[config.mk]
export PLATFORM = sky130hd
export DESIGN_NAME = axi_write_injector_flat
export DESIGN_NICKNAME = d
export VERILOG_FILES = /design/src/rtl/axi_write_injector_if.sv /design/src/rtl/axi_write_injector.sv /design/src/flat_wrapper.sv
export SDC_FILE = /design/constraint.sdc
export NUM_CORES = 1
export LEC_CHECK = 0
export ABC_AREA = 1
export CAP_MARGIN = 20
export CORE_AREA = 2 2 213 215
export CTS_BUF_LIST = sky130_fd_sc_hd__clkbuf_16
export DETAILED_ROUTE_END_ITERATION = 8
export DIE_AREA = 0 0 215 217
export HOLD_SLACK_MARGIN = 0.05
export PLACE_DENSITY = 0.85
export SETUP_SLACK_MARGIN = 0.02
export SLEW_MARGIN = 40
export SYNTH_ARGS = -nofsm -noshare
export SYNTH_HDL_FRONTEND = slang
export SYNTH_SLANG_ARGS = --single-unit
[constraint.sdc]
create_clock -name data_aclk -period 2 [get_ports data_aclk]
set_input_delay 0.2 -clock data_aclk [delete_from_list [all_inputs] [get_ports data_aclk]]
set_output_delay 0.2 -clock data_aclk [all_outputs]
set_load 0.03 [all_outputs]
[src/rtl/axi_write_injector_if.sv]
// Command/completion port and AXI4 write channels of the write-burst injector.
// master = injector side, slave = control block plus memory-side AXI slave.
interface axi_write_injector_if #(
   parameter int DATA_WIDTH = 256,
   parameter int ADDR_WIDTH = 32,
   parameter int ID_WIDTH   = 24
);
   logic                      cmd_valid;
   logic                      cmd_ready;
   logic [ADDR_WIDTH-1:0]     cmd_addr;
   logic [7:0]                cmd_len;
   logic [31:0]               cmd_seed;
   logic                      done_valid;
   logic [1:0]                done_resp;

   logic [ID_WIDTH-1:0]       data_awid;
   logic [ADDR_WIDTH-1:0]     data_awaddr;
   logic [7:0]                data_awlen;
   logic [2:0]                data_awsize;
   logic [1:0]                data_awburst;
   logic                      data_awvalid;
   logic                      data_awready;
   logic [DATA_WIDTH-1:0]     data_wdata;
   logic [DATA_WIDTH/8-1:0]   data_wstrb;
   logic                      data_wlast;
   logic                      data_wvalid;
   logic                      data_wready;
   logic [ID_WIDTH-1:0]       data_bid;
   logic [1:0]                data_bresp;
   logic                      data_bvalid;
   logic                      data_bready;

   // Every channel is valid/ready: a transfer happens on a rising edge with both high;
   // the sender holds valid and payload stable until then and never withdraws valid.
   modport master (
      input  cmd_valid, cmd_addr, cmd_len, cmd_seed,
      input  data_awready, data_wready, data_bid, data_bresp, data_bvalid,
      output cmd_ready, done_valid, done_resp,
      output data_awid, data_awaddr, data_awlen, data_awsize, data_awburst, data_awvalid,
      output data_wdata, data_wstrb, data_wlast, data_wvalid, data_bready
   );

   modport slave (
      output cmd_valid, cmd_addr, cmd_len, cmd_seed,
      output data_awready, data_wready, data_bid, data_bresp, data_bvalid,
      input  cmd_ready, done_valid, done_resp,
      input  data_awid, data_awaddr, data_awlen, data_awsize, data_awburst, data_awvalid,
      input  data_wdata, data_wstrb, data_wlast, data_wvalid, data_bready
   );
endinterface

[src/rtl/axi_write_injector.sv]
// Single-command AXI4 INCR write-burst injector: one command in, one patterned burst out,
// then a one-cycle completion pulse carrying the (ID-checked) write response.
module axi_write_injector #(
   parameter int                  DATA_WIDTH = 256,
   parameter int                  ADDR_WIDTH = 32,
   parameter int                  ID_WIDTH   = 24,
   parameter logic [ID_WIDTH-1:0] INJECT_ID  = '0
) (
   input  logic                   data_aclk,
   input  logic                   data_aresetn,
   axi_write_injector_if.master   bus,
   output logic [1:0]             dbg_state_o
);
   localparam int                    LANES     = DATA_WIDTH / 32;
   localparam int                    OFFS      = $clog2(DATA_WIDTH / 8);
   localparam logic [ADDR_WIDTH-1:0] ADDR_MASK = {ADDR_WIDTH{1'b1}} << OFFS;

   typedef enum logic [1:0] {S_IDLE, S_BURST, S_RESP} state_t;

   state_t                  state_q, state_d;
   logic [ADDR_WIDTH-1:0]   addr_q, addr_d;
   logic [7:0]              len_q, len_d;
   logic [7:0]              beat_q, beat_d;
   logic [DATA_WIDTH-1:0]   wdata_q, wdata_d;
   logic                    wlast_q, wlast_d;
   logic                    awvalid_q, awvalid_d;
   logic                    wvalid_q, wvalid_d;
   logic                    done_valid_q, done_valid_d;
   logic [1:0]              done_resp_q, done_resp_d;
   logic                    aw_ok, w_ok;

   always_ff @(posedge data_aclk or negedge data_aresetn) begin
      if (!data_aresetn) begin
         state_q      <= S_IDLE;
         addr_q       <= '0;
         len_q        <= '0;
         beat_q       <= '0;
         wdata_q      <= '0;
         wlast_q      <= 1'b0;
         awvalid_q    <= 1'b0;
         wvalid_q     <= 1'b0;
         done_valid_q <= 1'b0;
         done_resp_q  <= '0;
      end else begin
         state_q      <= state_d;
         addr_q       <= addr_d;
         len_q        <= len_d;
         beat_q       <= beat_d;
         wdata_q      <= wdata_d;
         wlast_q      <= wlast_d;
         awvalid_q    <= awvalid_d;
         wvalid_q     <= wvalid_d;
         done_valid_q <= done_valid_d;
         done_resp_q  <= done_resp_d;
      end
   end

   always_comb begin
      state_d      = state_q;
      addr_d       = addr_q;
      len_d        = len_q;
      beat_d       = beat_q;
      wdata_d      = wdata_q;
      wlast_d      = wlast_q;
      awvalid_d    = awvalid_q;
      wvalid_d     = wvalid_q;
      done_valid_d = 1'b0;
      done_resp_d  = done_resp_q;
      // A channel is finished once its valid has dropped or its final transfer happens now.
      aw_ok        = !awvalid_q || bus.data_awready;
      w_ok         = !wvalid_q || (bus.data_wready && wlast_q);

      case (state_q)
         S_IDLE: begin
            if (bus.cmd_valid) begin
               addr_d    = bus.cmd_addr & ADDR_MASK;
               len_d     = bus.cmd_len;
               beat_d    = '0;
               for (int k = 0; k < LANES; k++) begin
                  wdata_d[32*k +: 32] = bus.cmd_seed + 32'(k);
               end
               wlast_d   = (bus.cmd_len == 8'd0);
               awvalid_d = 1'b1;
               wvalid_d  = 1'b1;
               state_d   = S_BURST;
            end
         end
         S_BURST: begin
            if (awvalid_q && bus.data_awready) begin
               awvalid_d = 1'b0;
            end
            if (wvalid_q && bus.data_wready) begin
               if (wlast_q) begin
                  wvalid_d = 1'b0;
                  wlast_d  = 1'b0;
               end else begin
                  beat_d  = beat_q + 8'd1;
                  wlast_d = ((beat_q + 8'd1) == len_q);
                  // Every lane advances by LANES per beat, wrapping mod 2^32.
                  for (int k = 0; k < LANES; k++) begin
                     wdata_d[32*k +: 32] = wdata_q[32*k +: 32] + 32'(LANES);
                  end
               end
            end
            if (aw_ok && w_ok) begin
               state_d = S_RESP;
            end
         end
         S_RESP: begin
            if (bus.data_bvalid) begin
               done_valid_d = 1'b1;
               done_resp_d  = (bus.data_bid != INJECT_ID) ? 2'b10 : bus.data_bresp;
               state_d      = S_IDLE;
            end
         end
         default: state_d = S_IDLE;
      endcase
   end

   assign bus.cmd_ready    = (state_q == S_IDLE);
   assign bus.done_valid   = done_valid_q;
   assign bus.done_resp    = done_resp_q;
   assign bus.data_awid    = INJECT_ID;
   assign bus.data_awaddr  = addr_q;
   assign bus.data_awlen   = len_q;
   assign bus.data_awsize  = 3'(OFFS);
   assign bus.data_awburst = 2'b01;
   assign bus.data_awvalid = awvalid_q;
   assign bus.data_wdata   = wdata_q;
   assign bus.data_wstrb   = '1;
   assign bus.data_wlast   = wlast_q;
   assign bus.data_wvalid  = wvalid_q;
   assign bus.data_bready  = (state_q == S_RESP);
   assign dbg_state_o      = state_q;
endmodule

[src/flat_wrapper.sv]
// flat-port wrapper written by rule: the top's interface ports become plain ports
module axi_write_injector_flat 
#(
   parameter int                  DATA_WIDTH = 256,
   parameter int                  ADDR_WIDTH = 32,
   parameter int                  ID_WIDTH   = 24,
   parameter logic [ID_WIDTH-1:0] INJECT_ID  = '0
)
  (data_aclk, data_aresetn, dbg_state_o, bus_cmd_valid, bus_cmd_addr, bus_cmd_len, bus_cmd_seed, bus_data_awready, bus_data_wready, bus_data_bid, bus_data_bresp, bus_data_bvalid, bus_cmd_ready, bus_done_valid, bus_done_resp, bus_data_awid, bus_data_awaddr, bus_data_awlen, bus_data_awsize, bus_data_awburst, bus_data_awvalid, bus_data_wdata, bus_data_wstrb, bus_data_wlast, bus_data_wvalid, bus_data_bready);
  axi_write_injector_if #(.DATA_WIDTH(DATA_WIDTH), .ADDR_WIDTH(ADDR_WIDTH), .ID_WIDTH(ID_WIDTH)) bus_i ();
  input  logic data_aclk;
  input  logic data_aresetn;
  output logic [1:0] dbg_state_o;
  input wire logic [$bits(bus_i.cmd_valid)-1:0] bus_cmd_valid;
  input wire logic [$bits(bus_i.cmd_addr)-1:0] bus_cmd_addr;
  input wire logic [$bits(bus_i.cmd_len)-1:0] bus_cmd_len;
  input wire logic [$bits(bus_i.cmd_seed)-1:0] bus_cmd_seed;
  input wire logic [$bits(bus_i.data_awready)-1:0] bus_data_awready;
  input wire logic [$bits(bus_i.data_wready)-1:0] bus_data_wready;
  input wire logic [$bits(bus_i.data_bid)-1:0] bus_data_bid;
  input wire logic [$bits(bus_i.data_bresp)-1:0] bus_data_bresp;
  input wire logic [$bits(bus_i.data_bvalid)-1:0] bus_data_bvalid;
  output wire logic [$bits(bus_i.cmd_ready)-1:0] bus_cmd_ready;
  output wire logic [$bits(bus_i.done_valid)-1:0] bus_done_valid;
  output wire logic [$bits(bus_i.done_resp)-1:0] bus_done_resp;
  output wire logic [$bits(bus_i.data_awid)-1:0] bus_data_awid;
  output wire logic [$bits(bus_i.data_awaddr)-1:0] bus_data_awaddr;
  output wire logic [$bits(bus_i.data_awlen)-1:0] bus_data_awlen;
  output wire logic [$bits(bus_i.data_awsize)-1:0] bus_data_awsize;
  output wire logic [$bits(bus_i.data_awburst)-1:0] bus_data_awburst;
  output wire logic [$bits(bus_i.data_awvalid)-1:0] bus_data_awvalid;
  output wire logic [$bits(bus_i.data_wdata)-1:0] bus_data_wdata;
  output wire logic [$bits(bus_i.data_wstrb)-1:0] bus_data_wstrb;
  output wire logic [$bits(bus_i.data_wlast)-1:0] bus_data_wlast;
  output wire logic [$bits(bus_i.data_wvalid)-1:0] bus_data_wvalid;
  output wire logic [$bits(bus_i.data_bready)-1:0] bus_data_bready;
  assign bus_i.cmd_valid = bus_cmd_valid;
  assign bus_i.cmd_addr = bus_cmd_addr;
  assign bus_i.cmd_len = bus_cmd_len;
  assign bus_i.cmd_seed = bus_cmd_seed;
  assign bus_i.data_awready = bus_data_awready;
  assign bus_i.data_wready = bus_data_wready;
  assign bus_i.data_bid = bus_data_bid;
  assign bus_i.data_bresp = bus_data_bresp;
  assign bus_i.data_bvalid = bus_data_bvalid;
  assign bus_cmd_ready = bus_i.cmd_ready;
  assign bus_done_valid = bus_i.done_valid;
  assign bus_done_resp = bus_i.done_resp;
  assign bus_data_awid = bus_i.data_awid;
  assign bus_data_awaddr = bus_i.data_awaddr;
  assign bus_data_awlen = bus_i.data_awlen;
  assign bus_data_awsize = bus_i.data_awsize;
  assign bus_data_awburst = bus_i.data_awburst;
  assign bus_data_awvalid = bus_i.data_awvalid;
  assign bus_data_wdata = bus_i.data_wdata;
  assign bus_data_wstrb = bus_i.data_wstrb;
  assign bus_data_wlast = bus_i.data_wlast;
  assign bus_data_wvalid = bus_i.data_wvalid;
  assign bus_data_bready = bus_i.data_bready;
  axi_write_injector #(.DATA_WIDTH(DATA_WIDTH), .ADDR_WIDTH(ADDR_WIDTH), .ID_WIDTH(ID_WIDTH), .INJECT_ID(INJECT_ID)) u_core (.data_aclk(data_aclk), .data_aresetn(data_aresetn), .bus(bus_i), .dbg_state_o(dbg_state_o));
endmodule
# [After elaboration in Yosys (flattened, before gate mapping)]
# Index checks and enable logic that the tools add are counted.
[word_totals] register_bits=307 latch_bits=0 mem_bits_rw=0 mem_bits_ro=0 inputBits=104 output_inout_bits=367 word_cells=80 mem_count=0
[classes] add_sub_neg=16 mul=0 div=0 magnitude_cmp=0 n_eq_ne=10 shifts=0 mux=25 n_bitwise=0 reduce_logical=19
[op_table] op="two-way mux 256 bit" n=3
[op_table] op="one-hot mux 256 bit (2 select lines)" n=1
[op_table] op="adder 32 x 4 -> 32 bit, second input constant" n=8
[op_table] op="adder 32 x 3 -> 32 bit, second input constant" n=4
[op_table] op="adder 32 x 2 -> 32 bit, second input constant" n=2
[op_table] op="adder 32 x 1 -> 32 bit, second input constant" n=1
[op_table] op="two-way mux 8 bit" n=3
[op_table] op="nonzero test 24 bit" n=1
[op_table] op="one-hot mux 8 bit (2 select lines)" n=1
[op_table] op="two-way mux 1 bit" n=9
[op_table] op="AND reduction 3 bit" n=3
[op_table] op="adder 8 x 1 -> 8 bit, second input constant" n=1
[op_table] op="== test 8 bit" n=1
[op_table] op="logical NOT 8 bit" n=1
[op_table] op="two-way mux 2 bit" n=4
[op_table] op="!= test 2 x 1 -> 1 bit, second input constant" n=4
[op_table] op="AND reduction 4 bit" n=2
[op_table] op="!= test 2 bit, second input constant" n=3
[op_table] op="one-hot mux 1 bit (2 select lines)" n=3
[op_table] op="one-hot mux 2 bit (3 select lines)" n=1
[op_table] op="logical AND 1 bit" n=4
[op_table] op="AND reduction 2 bit" n=2
[op_table] op="== test 2 x 1 -> 1 bit, second input constant" n=1
[op_table] op="== test 2 bit, second input constant" n=1
[op_table] op="other kinds (4)" n=6

# [Longest topological paths before layout]
[depth] word_depth=5 ltp_mapped=14 mapped_depth_nobuf=13

# [Worst setup path before layout]
# No wires, ideal clock.
[synth_timing] kind="flip-flop to flip-flop" startpoint="register u_core.wdata_q[163], in the netlist u_core.bus.data_wdata[163]" endpoint="register u_core.wdata_q[181], in the netlist u_core.bus.data_wdata[181]" setup_ns=0.117 arrival_ns=1.798 required_ns=1.883 path_slack_ns=0.085 stages_incl_launch_ff=13 path_buffers=0 period_less_slack_ns=1.915 path_cell_list="dfrtp_1 > ha_1 > nand2_1 > nor2_1 > nand2_1 > nor2_1 > nand2_1 > nor2_1 > nand2_1 > nand3_1 > nand2_1 > nand2_1 > nand2_1"
[synth_between] elab_chain_cells=4
[synth_rtl] element="start, declared" line="axi_write_injector.sv:24" text="logic [DATA_WIDTH-1:0] wdata_q, wdata_d;"
[synth_rtl] element="start signal, assigned" line="axi_write_injector.sv:49" text="wdata_q <= wdata_d;"
[synth_rtl] element="adder 32 x 4 -> 32 bit" line="axi_write_injector.sv:101" text="wdata_d[32*k +: 32] = wdata_q[32*k +: 32] + 32'(LANES);"
[synth_rtl] element="two-way mux 256 bit" line="axi_write_injector.sv:93" text="if (wlast_q) begin"
[synth_rtl] element="two-way mux 256 bit" line="axi_write_injector.sv:92" text="if (wvalid_q && bus.data_wready) begin"
[synth_rtl] element="one-hot mux 256 bit (2 select lines)" line="axi_write_injector.sv:73" text="case (state_q)"
# Every way passes these cells. The select of a mux whose other input is x is not followed.
# A chain may end at the register's enable or synchronous reset.

# [Final worst setup path]
[layout_timing] startpoint="register u_core.state_q[1], in the netlist u_core.dbg_state_o[1]" endpoint="register u_core.wdata_q[74], in the netlist u_core.bus.data_wdata[74]"
[layout_between] elab_chain_cells=3 elab_cells_between_ends=8 classes_between="eq/ne: 4; mux: 1; reduce/logical: 3"
[layout_rtl] element="start, declared" line="axi_write_injector.sv:20" text="state_t state_q, state_d;"
[layout_rtl] element="start signal, assigned" line="axi_write_injector.sv:45" text="state_q <= state_d;"
[layout_rtl] element="== test 2 x 1 -> 1 bit or logical NOT 2 bit (tied branches)" line="axi_write_injector.sv:73"
[layout_rtl] element="!= test 2 bit (no line) (tied with other cells)"
[layout_rtl] element="AND reduction 4 bit (no line)"
# Parallel ways exist; a longest one is shown, timed or not.

==> flow_summary.yaml <==
outcome:
  status: "finished clean"
critical_path:
  crit_path_end_kind: "flip-flop"
  critPathMaxFanout: 16
  rr_worst_depth: 9
  critPathKind: "reg -> reg"
  startpoint_type: "flip-flop"
  cp_cell_sequence: "inv_2 > nand2_1 > nor2_4 > nor2_1 > inv_1 > nand2_4 > buf_12 > a21oi_1 > a31oi_1"
  cp.required_ns: 2.42
  slowest_stage: "a21oi_1"
  path_buf_inv: 3
  worstPathArrival_ns: 2.41
  crit_cells: 9
  cpPeakStageDelay_ns: 0.44
  crit_family: "compound AO/OA/AOI/OAI gates"
grt:
  grt_usage_pct: 46.7
  grt_pass1_wl_um: 167000
  overflow: 0
  grt_max_degree: 72
  antenna_found_initial: 9
  grt_pass1_vias: 27600
placement:
  dp_hpwl_um: 86800
  place_inst: 5086
  numPortBuffers: 399
  gp_congestion: 1.12
floorplanning:
  die_h_um: 217
  rows: 78
  io_pins: 471
  die_w_um: 215
  die_area_um2: 46700
  coreArea_um2: 44700
  start_util_pct: 53.0
routing:
  wl_met1_um: 39700
  totalWireLength_um: 112000
  dr.pass1.iters: 8
  vias: 30200
  drc: 0
  wl_per_cell_um: 21.7
  drtAntennaViolNets: 0
  drt_iter0_drc: 4360
  top_layer: "met5"
  vias_per_cell: 5.85
  route.met2.wl_um: 48700
  met3RoutedLength_um: 14500
cts:
  cts_tree: "built"
  clk_pin_slew_ns: 0.06
  numCtsBuffers: 36
  clockRootBuffer: "clkbuf_16"
  clock-sinks: 297
  cts_buffer_depth: 3
  h-tree-depth: 2
  worstSkewPairLatency_ns: 0.57
power_and_ir_drop:
  p_clk_share_pct: 12.3
  p_int_mw: 25.1
  switching_share_pct: 53.9
  ir_drop_mv: 1.33
  power_density_nw_per_um2: 1670
  p_seq_share_pct: 24.7
  leakagePower_nw: 15.5
  p_switching_mw: 29.4
  combinationalPowerShare_pct: 62.9
min_path:
  worst_hold_path_type: "in -> reg"
  hold_depth: 3
logic_synthesis:
  ys_top_cells_by_area: "dfrtp_1, nand2_1, nand3_1"
  syn-mean-instance-area_um2: 6.23
  seq_area_frac_synth_pct: 31.4
  syn-cell-area_um2: 23700
  ys_ff_latch: 297
  synth_cell_types: 48
  synth_top_area_share_pct: 31.4
  ys_warn_count: 0
  syn-instance-count: 3804
  yosysTopAreaCell: "dfrtp_1"
  ys_async_sr_fraction_pct: 100
  synth-edff-count: 0
  ys.flop_type: "dfrtp_1"
finish:
  nets: 4651
  fin_util_pct: 73.1
  area_growth_pct: 37.9
  final_common_cell: "nand2_1"
  instances_no_fill: 5159
  final_cell_mix: "nand2_1, nor2_1, nand3_1, buf_4, clkdlybuf4s50_1"
  final_layout_size_suffix_gt1_share_pct: 13.6
timing:
  hold_violations: 0
  maxSlewHeadroom_pct: 53.8
  clock_skew_ns: 0.0230
  fmax_mhz: 502
  drv_slew: 0
  post-route-min-period_ns: 1.99
  setup_viol: 0
  worst_slew_pin_slew_ns: 0.685
  period_share_pct: 99.6
  rsz0062_at_grt: "true"
job:
  drv_cap: 0
[per-layer routing]
layer	global-route usage, %	vias to the layer above
li1	-	13600
met1	57.4	13900
met2	72.5	2157
met3	13.1	538
met4	29.7	12
met5	0	-
[timing repair]
action | 4_1_cts | 5_1_grt
endpoints found under the hold margin | 215 | 0
hold buffers | 1 | 0
pin swaps | 0 | 2
buffers inserted | 0 | 4
endpoints found under the setup margin | 62 | 141
resized for setup | 65 | 96
[path summary, 6_finish.rpt]
path | from | endpoint | slack (ns)
worst max register to register | u_core.dbg_state_o[1] | u_core.bus.data_wdata[74] | 0.007
max in group asynchronous | data_aresetn | u_core.bus.data_wdata[80] | 0.99
min in group asynchronous | data_aresetn | u_core.bus.data_wdata[223] | 0.17
worst max-delay path | u_core.dbg_state_o[1] | u_core.bus.data_wdata[74] | 0.007
worst min register to register | u_core.bus.data_awaddr[10] | u_core.bus.data_awaddr[10] | 0.47
worst min-delay path | bus_cmd_addr[10] | u_core.bus.data_awaddr[10] | 0.16
[synthesized netlist by cell type (6+ instances only)]
cell	n
dfrtp_1	297
ha_1	18
buf_4	92
or2_2	12
o211ai_1	10
nand2_1	1413
buf_2	69
o21ai_1	16
inv_1	266
clkbuf_1	30
nand2_2	10
nand3b_1	37
inv_2	10
nor2_4	12
xor2_1	87
o22ai_1	16
a31oi_1	43
buf_1	14
o221ai_1	7
nor2_2	29
a22oi_1	23
o21ai_0	176
nand3_1	386
xnor2_1	25
nor3_1	71
o21bai_1	14
nor2_1	430
nor4_1	6
nand4_1	32
a21oi_1	114
[kinds of logic after synthesis]
kind of cell | share of synthesized area [%]
compound gates | 10.3
buf+inv | 9.64
simple gates | 43.5
other cells | 0.0317
xor+xnor | 4.14
fa+ha+maj | 0.951
flops | 31.4
[flip-flops by register name, indices dropped and copies added (netlist names)]
signal,count
u_core.bus.data_wdata,246
u_core.bus.data_awaddr,27
u_core.beat_q,8
u_core.bus.data_awlen,8
u_core.bus.done_resp,2
u_core.dbg_state_o,2
u_core.bus.data_awvalid,1
u_core.bus.data_wlast,1
u_core.bus.data_wvalid,1
u_core.bus.done_valid,1
[metrics by stage]
stage	hold WS (ns)	setup slack, ns	setup TNS [ns]	instance area [um^2]	power, mW
detailed placement	0.177	-0.508	-59.88	31200	46.9
global route	0.179	-0.00816	-0.0192	32700	57.1
floorplan	-0.0956	0.0847	0	23900	31.6
finish	0.161	0.00742	0	32700	54.5
CTS	0.157	0.0203	0	32400	53.4
global placement	0.183	-0.529	-57.73	31200	46.4
[area by class of cell]
type / count / area (um^2)
multi-input combinational: 3082 / 14400
fill: 3826 / 12000
timing repair buffer: 831 / 7850
sequential: 297 / 7440
inverter: 281 / 1070
clock buffer: 36 / 901
tap: 600 / 751
clock inverter: 30 / 273
antenna: 2 / 5.00
[power by group through the flow]
stage	Sequential (mW)	Clock, mW	Combinational [mW]
2_1_floorplan	17.2	0	14.3
3_3_place_gp	13.3	0	33.1
3_5_place_dp	13.3	0	33.6
4_1_cts	13.2	6.71	33.4
5_1_grt	13.7	6.97	36.4
6_report	13.5	6.72	34.3
[worst min-delay path, delay by kind of cell]
| family | cells | cell delay, ns |
|---|---|---|
| AND/OR/NAND/NOR | 2 | 0.10 |
| buffers and inverters | 1 | 0.39 |
Power figures use the tool's default switching activity.
